<file path="src/rtl/cic_comp_fir.sv">
// cic_comp_fir: symmetric odd-length CIC droop-compensation FIR.
// One shared pre-add/MAC walks the NU unique coefficients per input sample,
// then a round/saturate step produces the output. Coefficients are writable
// while idle and come out of reset as a pure delay (centre tap = 1.0).
module cic_comp_fir #(
    parameter int DATA_WIDTH = 16,
    parameter int COEF_WIDTH = 16,
    parameter int COEF_FRAC  = 14,
    parameter int TAPS       = 15,
    localparam int NU        = (TAPS + 1) / 2,
    localparam int AW        = $clog2(NU)
) (
    input  logic                  clk,
    input  logic                  rst,
    input  logic [DATA_WIDTH-1:0] x_in,
    input  logic                  x_valid,
    input  logic                  coef_we,
    input  logic [AW-1:0]         coef_addr,
    input  logic [COEF_WIDTH-1:0] coef_data,
    output logic [DATA_WIDTH-1:0] y_out,
    output logic                  y_valid,
    output logic                  busy,
    output logic                  overrun
);

    localparam int PW   = DATA_WIDTH + 1;           // pre-add width
    localparam int PRW  = PW + COEF_WIDTH;          // product width
    localparam int ACCW = PRW + $clog2(NU);         // accumulator width
    localparam int DIW  = $clog2(TAPS);             // delay-line index width

    localparam logic [AW-1:0]           LASTC = AW'(NU - 1);
    localparam logic signed [ACCW-1:0]  HALF  = ACCW'(2 ** (COEF_FRAC - 1));
    localparam logic signed [ACCW-1:0]  SMAX  = ACCW'((2 ** (DATA_WIDTH - 1)) - 1);
    localparam logic signed [ACCW-1:0]  SMIN  = ~SMAX;
    localparam logic [DATA_WIDTH-1:0]   YMAX  = {1'b0, {(DATA_WIDTH-1){1'b1}}};
    localparam logic [DATA_WIDTH-1:0]   YMIN  = {1'b1, {(DATA_WIDTH-1){1'b0}}};
    localparam logic [COEF_WIDTH-1:0]   ONE   = COEF_WIDTH'(2 ** COEF_FRAC);

    typedef enum logic [1:0] {IDLE, MAC, ROUND} state_t;

    state_t                        state_q;
    logic [AW-1:0]                 cnt_q;
    logic signed [ACCW-1:0]        acc_q;
    logic signed [DATA_WIDTH-1:0]  d_q    [TAPS];
    logic signed [COEF_WIDTH-1:0]  coef_q [NU];
    logic [DATA_WIDTH-1:0]         y_q;
    logic                          y_valid_q;
    logic                          overrun_q;

    logic [DIW-1:0]                near_idx;
    logic [DIW-1:0]                far_idx;
    logic signed [PW-1:0]          pre;
    logic signed [PRW-1:0]         prod;
    logic signed [ACCW-1:0]        acc_d;
    logic signed [ACCW-1:0]        rnd;
    logic signed [ACCW-1:0]        shifted;
    logic [DATA_WIDTH-1:0]         y_d;

    // Pre-add the mirrored tap pair for the current coefficient; centre tap stands alone.
    always_comb begin
        near_idx = DIW'(cnt_q);
        far_idx  = DIW'(TAPS - 1) - DIW'(cnt_q);
        pre      = PW'(d_q[near_idx]);
        if (cnt_q != LASTC)
            pre = PW'(d_q[near_idx]) + PW'(d_q[far_idx]);
        prod  = PRW'(pre) * PRW'(coef_q[cnt_q]);
        acc_d = acc_q + ACCW'(prod);
    end

    // Round half-up, drop the fraction bits, then clamp to the output range.
    always_comb begin
        rnd     = acc_q + HALF;
        shifted = rnd >>> COEF_FRAC;
        if (shifted > SMAX)
            y_d = YMAX;
        else if (shifted < SMIN)
            y_d = YMIN;
        else
            y_d = shifted[DATA_WIDTH-1:0];
    end

    // Control FSM plus delay line, coefficient store and registered outputs.
    always_ff @(posedge clk) begin
        if (rst) begin
            state_q   <= IDLE;
            cnt_q     <= '0;
            acc_q     <= '0;
            y_q       <= '0;
            y_valid_q <= 1'b0;
            overrun_q <= 1'b0;
            for (int i = 0; i < TAPS; i++) d_q[i] <= '0;
            for (int i = 0; i < NU; i++)
                coef_q[i] <= (i == NU - 1) ? ONE : '0;
        end else begin
            y_valid_q <= 1'b0;
            // A sample arriving mid-computation is lost; flag it permanently.
            if (x_valid && state_q != IDLE) overrun_q <= 1'b1;
            case (state_q)
                IDLE: begin
                    if (coef_we && int'(coef_addr) < NU)
                        coef_q[coef_addr] <= coef_data;
                    if (x_valid) begin
                        d_q[0] <= x_in;
                        for (int i = 1; i < TAPS; i++) d_q[i] <= d_q[i-1];
                        acc_q   <= '0;
                        cnt_q   <= '0;
                        state_q <= MAC;
                    end
                end
                MAC: begin
                    acc_q <= acc_d;
                    if (cnt_q == LASTC)
                        state_q <= ROUND;
                    else
                        cnt_q <= cnt_q + 1'b1;
                end
                ROUND: begin
                    y_q       <= y_d;
                    y_valid_q <= 1'b1;
                    state_q   <= IDLE;
                end
                default: state_q <= IDLE;
            endcase
        end
    end

    assign y_out   = y_q;
    assign y_valid = y_valid_q;
    assign overrun = overrun_q;
    assign busy    = (state_q != IDLE);

endmodule
</file>
<file path="config.mk">
export PLATFORM = sky130hd
export DESIGN_NAME = cic_comp_fir
export DESIGN_NICKNAME = d
export VERILOG_FILES = /design/src/rtl/cic_comp_fir.sv
export SDC_FILE = /design/constraint.sdc
export NUM_CORES = 2
export LEC_CHECK = 0
export BUFFER_PORTS_ARGS = -buffer_cell sky130_fd_sc_hd__buf_2
export CAP_MARGIN = 0
export CORE_MARGIN = 3
export CORE_UTILIZATION = 39
export DETAILED_ROUTE_END_ITERATION = 7
export SYNTH_ARGS = -nofsm -noshare
export SYNTH_HDL_FRONTEND = slang
export SYNTH_SLANG_ARGS = --single-unit
</file>
<file path="constraint.sdc">
create_clock -name clk -period 16.92 [get_ports clk]
set_input_delay 1.692 -clock clk [delete_from_list [all_inputs] [get_ports clk]]
set_output_delay 1.692 -clock clk [all_outputs]
set_load 0.02 [all_outputs]
</file>
-- After elaboration in Yosys (flattened, before gate mapping)
Memory sizes are Yosys's and may differ from the RTL's. A register that Yosys moved wholly into a read port is not among the register bits.
Cells that the tools add are included.
W data, S select, Z words.
- register bits after elaboration: 59
- logic and storage cells: 90
- RAM bits: 368
- bits of input ports: 39
- memories kept: 2
- output and inout bits: 19
- bitwise gates (word level): 15
- eq/ne operators: 7
- magnitude comparators: 2
- reductions and logical operators: 8
- multiplexer cells: 44
- add/sub/neg operators: 5
- multiply operators: 1
- memory list (name ; depth ; width ; read ports ; clocked after memory_dff ; write ports ; line ; RTL):
    d_q ; 15 ; 16 ; 16 ; 1 ; 15 ; 44 ; logic signed [DATA_WIDTH-1:0] d_q [TAPS];
    coef_q ; 8 ; 16 ; 1 ; 1 ; 8 ; 45 ; logic signed [COEF_WIDTH-1:0] coef_q [NU];
- operator list (cell ; number):
    $mux W16 ; 18
    $pmux W36 S2 ; 1
    $add A36 B15 Y36 const B ; 1
    $add A36 B33 Y36 ; 1
    $mux W36 ; 1
    $mul A17 B16 Y33 ; 1
    $gt A22 B16 Y1 const B ; 1
    $lt A22 B16 Y1 const B ; 1
    $add A16 B16 Y17 ; 1
    $mux W17 ; 1
    $reduce_or A16 Y1 ; 1
    $mux W3 ; 5
    $or A1 B1 Y1 ; 15
    $mux W1 ; 12
    $mux W4 ; 2
    $ne A2 B2 Y1 const B ; 3
    $pmux W3 S2 ; 1
    $mux W2 ; 2
    $pmux W2 S2 ; 1
    $reduce_and A2 Y1 ; 2
    $reduce_bool A2 Y1 ; 2
    $sub A4 B3 Y4 const A ; 1
    $add A3 B1 Y3 const B ; 1
    $eq A3 B3 Y1 const B ; 1
    other kinds (6) ; 6

-- Logic depth before layout (Yosys ltp)
An unclocked memory read counts as a cell.
- depth in word-level cells: 7
- gate-level depth with buffers: 41
- depth with buffers taken out: 39

-- Least setup slack after synthesis
Ideal clock, no wire load.
- path kind: register -> register
- from: reg cnt_q[0]
- to: reg acc_q[35]
- cell stages (with the launch flop): 41
- buffers on the path: 4
- clock period less this slack: 9.542 ns
- setup slack: 7.378 ns
- setup time: 0.121 ns
- data arrival time: 9.421 ns
- data required time: 16.799 ns
- path through: dfxtp_1 > clkbuf_1 > buf_2 > buf_2 > buf_2 > mux2i_1 > a211oi_1 > a21oi_1 > a21oi_1 > ha_1 > inv_1 > fa_1 > nand2b_1 > a21oi_1 > o2111ai_1 > a21oi_1 > a211oi_2 > a211oi_4 > [5 not listed] > inv_1 > ha_1 > xnor2_1 > fa_1 > fa_1 > inv_1 > fa_1 > inv_1 > ha_1 > a21o_1 > a21oi_1 > o2111ai_1 > o21bai_1 > o21ai_2 > nand3_1 > a41oi_2 > xnor3_1 > a22o_1
- cells in the longest elaborated chain, start to end: 7
- elaborated cells between the ends (all ways): 8
- those cells by class: add/sub (3); mul (1); eq/ne (1); mux (2); memory (1)
- RTL lines (element ; line ; RTL):
    from (decl) ; 42 ; logic [AW-1:0] cnt_q;
    from (signal assigned) ; 115 ; cnt_q <= cnt_q + 1'b1;
    $sub A4 B3 Y4 ; 62 ; far_idx = DIW'(TAPS - 1) - DIW'(cnt_q);
    $mem_v2 Z15 W16 ; - ;
    $add A16 B16 Y17 ; 65 ; pre = PW'(d_q[near_idx]) + PW'(d_q[far_idx]);
    $mux W17 * ; 64 ; if (cnt_q != LASTC)
    $mul A17 B16 Y33 * ; 66 ; prod = PRW'(pre) * PRW'(coef_q[cnt_q]);
    $add A36 B33 Y36 * ; 67 ; acc_d = acc_q + ACCW'(prod);
    $pmux W36 S2 * ; 98 ; case (state_q)
    to (signal assigned) ; 87 ; acc_q <= '0;
    to (signal assigned) ; 105 ; acc_q <= '0;
    to (signal assigned) ; 111 ; acc_q <= acc_d;
    to (decl) ; 43 ; logic signed [ACCW-1:0] acc_q;
Every way passes the cells marked *; elsewhere a longest branch is shown, timed or not.
A chain may end at the register's enable or synchronous reset.

-- Worst setup path after layout
- from: reg cnt_q[0]
- to: reg acc_q[32]
Same word-level chain as after synthesis.

==> reports/metrics.csv <==
stage;metric;value;unit
run_status;status;completed;
synthesis;net count after synthesis;3407;
place;GPL Wtd Cong;0.839;
worst_setup_path;flop-to-flop setup slack;5.72;ns
clocking;# clock sinks;430;
worst_setup_path;largest stage delay on the critical path;0.93;ns
synthesis;Main synth FF type;edfxtp_1;
drt;initial DRC count;1356;
worst_setup_path;crit start category;flip-flop;
clocking;CTS Buffer Depth;3;
global_route;busiest grt layer;met2;
drt;DRT Pass-1 Iters;5;
synthesis;Synth async-reset ratio;0;%
layout;Reg area;12300;um^2
timing;Slew Limit Fails;0;
timing;fin crit share;66.2;%
global_route;M2 GR Usage;28.6;%
floorplanning;area of the die;88200;um^2
place;Area after DPL;34700;um^2
timing;f_max;0.0893;GHz
place;port bufs;57;
clocking;Skew-Pair Late Insertion Delay;0.61;ns
min_path;min-delay worst type;flip-flop to flip-flop;
clocking;H-Tree Level Count;2;
worst_setup_path;highest-delay cell along the critical path;o31ai_1;
floorplanning;initial core utilization;39.4;%
clocking;Clock Tree Root;clkbuf_16;
worst_setup_path;worst-path fanout max;46;
synthesis;Mapped Area;33000;um^2
worst_setup_path;Required @ worst endpoint;17.41;ns
timing;final hold vios;0;
floorplanning;I/O pin count;58;
clocking;Resize count post-CTS;0;
layout;Final Instance Area;36200;um^2
drt;vias per cell;5.04;
timing;Setup TNS;0;ns
synthesis;Post-synth EDFFs;368;
synthesis;Cells after Synth;2917;
global_route;initial antenna violation count;2;
drt;wire per inst;18.8;um
layout;Layout area overhead;9.72;%
layout;share of layout cells above drive strength 1;11.7;%
worst_setup_path;Crit. End Element;flip-flop;
global_route;vias in the first global route;22147;
floorplanning;die width;297;um
timing;Final Setup Violations;0;
worst_setup_path;Crit Path Class;flip-flop to flip-flop;
layout;Final Util;43.2;%
drt;Total Wirelength;77300;um
layout;multi-input logic area;18500;um^2
worst_setup_path;cell mode on critical path;fa_1;
layout;# fillers;8016;
timing;RSZ-0062 raised after global routing;no;
global_route;largest net degree at the start of global routing;86;
timing;max_slew headroom;23.9;%
floorplanning;Die Ht;297;um
global_route;grt total ovfl;0;
floorplanning;Core Box Area;83800;um^2
global_route;Tot GR Track Use;17.9;%
drt;# DRC;0;
synthesis;Synth cell types;65;
timing;Final Skew;0.0269;ns
global_route;first-pass GRT wire length;127000;um
drt;Via Count;20773;
global_route;GR met1 Demand/Resource;25.9;%
timing;min Tclk post-route;11.20;ns
synthesis;Ys Warns;0;
drt;Final ANT Viol Nets;0;
timing;Worst-Margin Slew;1.14;ns
place;DP Wirelength;54800;um
synthesis;syn_area_per_cell;11.3;um^2
worst_setup_path;Crit path arrival time;11.69;ns
timing;setup slack after layout;5.72;ns
synthesis;sequential fraction of the synthesis area;37.2;%
clocking;TritonCTS Buffers;50;
floorplanning;row count;106;
synthesis;Yosys reg bits;430;
clocking;CTS tree;done;
clocking;Worst-path clk slew;0.06;ns
clocking;hold buffers post-CTS;0;
global_route;GRT met3 Usage;2.63;%
place;pre-CTS WS;5.74;ns
layout;# nets final;3435;
clocking;# Post-CTS Setup Buffers;0;
flow_run;Max Cap Viol;0;
==> stage by stage <==
step,instances,hold slack [ns]
after floorplan,2917,0.448
after global placement,4027,0.444
after detailed placement,4027,0.450
after CTS,4120,0.467
after global routing,4120,0.508
final,4121,0.463
==> final cells by class <==
class	count	area share (%)
antenna	1	0.00690
clock buffer	64	3.66
clock inverter	29	0.735
inverter	475	4.92
multi-input combinational	1882	51.0
sequential	430	33.9
tap	1134	3.91
timing repair buffer	106	1.81
==> final timing paths <==
kind,to,depth (start not counted),startpoint
setup / recovery,acc_q[32]$_SDFFE_PP0P_,36,cnt_q[0]$_SDFFE_PP0P_
hold / removal,overrun$_SDFFE_PP0P_,2,overrun$_SDFFE_PP0P_
setup reg to reg,acc_q[32]$_SDFFE_PP0P_,36,cnt_q[0]$_SDFFE_PP0P_
hold reg to reg,overrun$_SDFFE_PP0P_,2,overrun$_SDFFE_PP0P_
==> layout by cell type (no fill, tap or decap), drive strengths merged, types with 37 or more instances in the layout <==
master	count
mux4	112
a211oi	44
inv	477
nor2	226
edfxtp	368
ha	131
nor2b	115
clkbuf	64
nand2	131
buf	106
a21oi	87
o21ai	37
fa	320
dfxtp	62
and2	302
mux2i	41
xnor2	41
==> flip-flops by register name, indices dropped and copies added, names as in the netlist, named ones only <==
signal and cells:
coef_q 128, d_q 240, y_valid 1, acc_q 36, y_out 16, state_q 2, cnt_q 3, overrun 1
==> routing by layer <==
metal | share of wire [%] | routed length (um)
met5 | 0 | 0
met4 | 2.3 | 1790
met3 | 5.3 | 4090
met2 | 45 | 35000
met1 | 47 | 36400
==> cells by family after synthesis <==
family / Yosys count / share of synthesized area, %
and+or+nand+nor: 926 / 14.8
xor gates and xnor gates: 63 / 1.71
AOI/OAI and AO/OA: 272 / 5.54
muxes: 170 / 9.46
buffers and inverters: 605 / 6.97
adders and majority gates: 451 / 24.4
DFF: 430 / 37.2
==> synthesized netlist by cell type, types with 8 or more instances <==
master	count	area, um^2
inv_1	475	1780
or3_1	8	50.1
nand2b_1	35	219
edfxtp_1	368	11100
nand2_1	131	492
dfxtp_1	62	1240
nand4_1	10	62.6
nand3_1	23	115
a21oi_1	86	430
mux2_2	17	191
o21a_1	29	218
nor3_1	29	145
xor2_1	21	184
and2_1	301	1880
o21ai_0	29	145
buf_2	19	95.1
nor2_1	225	845
xnor2_1	41	359
and3_1	8	50.1
mux2i_1	41	410
or2_2	24	150
a211oi_1	41	308
buf_1	8	30.0
a21o_1	24	180
ha_1	131	1640
a22o_1	12	105
nor2b_1	115	719
clkbuf_1	101	379
mux4_2	112	2520
fa_1	320	6410
==> critical path: cells and delay by family, from the launching register on <==
| family | cells | cell delay (ns) |
|---|---|---|
| AND/OR/NAND/NOR | 6 | 1.39 |
| buffers and inverters | 5 | 0.78 |
| flip-flops | 1 | 0.67 |
| multiplexers | 1 | 0.39 |
| AO/OA/AOI/OAI | 14 | 3.63 |
| XOR/XNOR | 1 | 0.08 |
| adder cells (fa/ha/maj) | 9 | 4.11 |
Power is not shown: default switching activity piles up to over one toggle a cycle in this logic, so the estimate is an artifact.
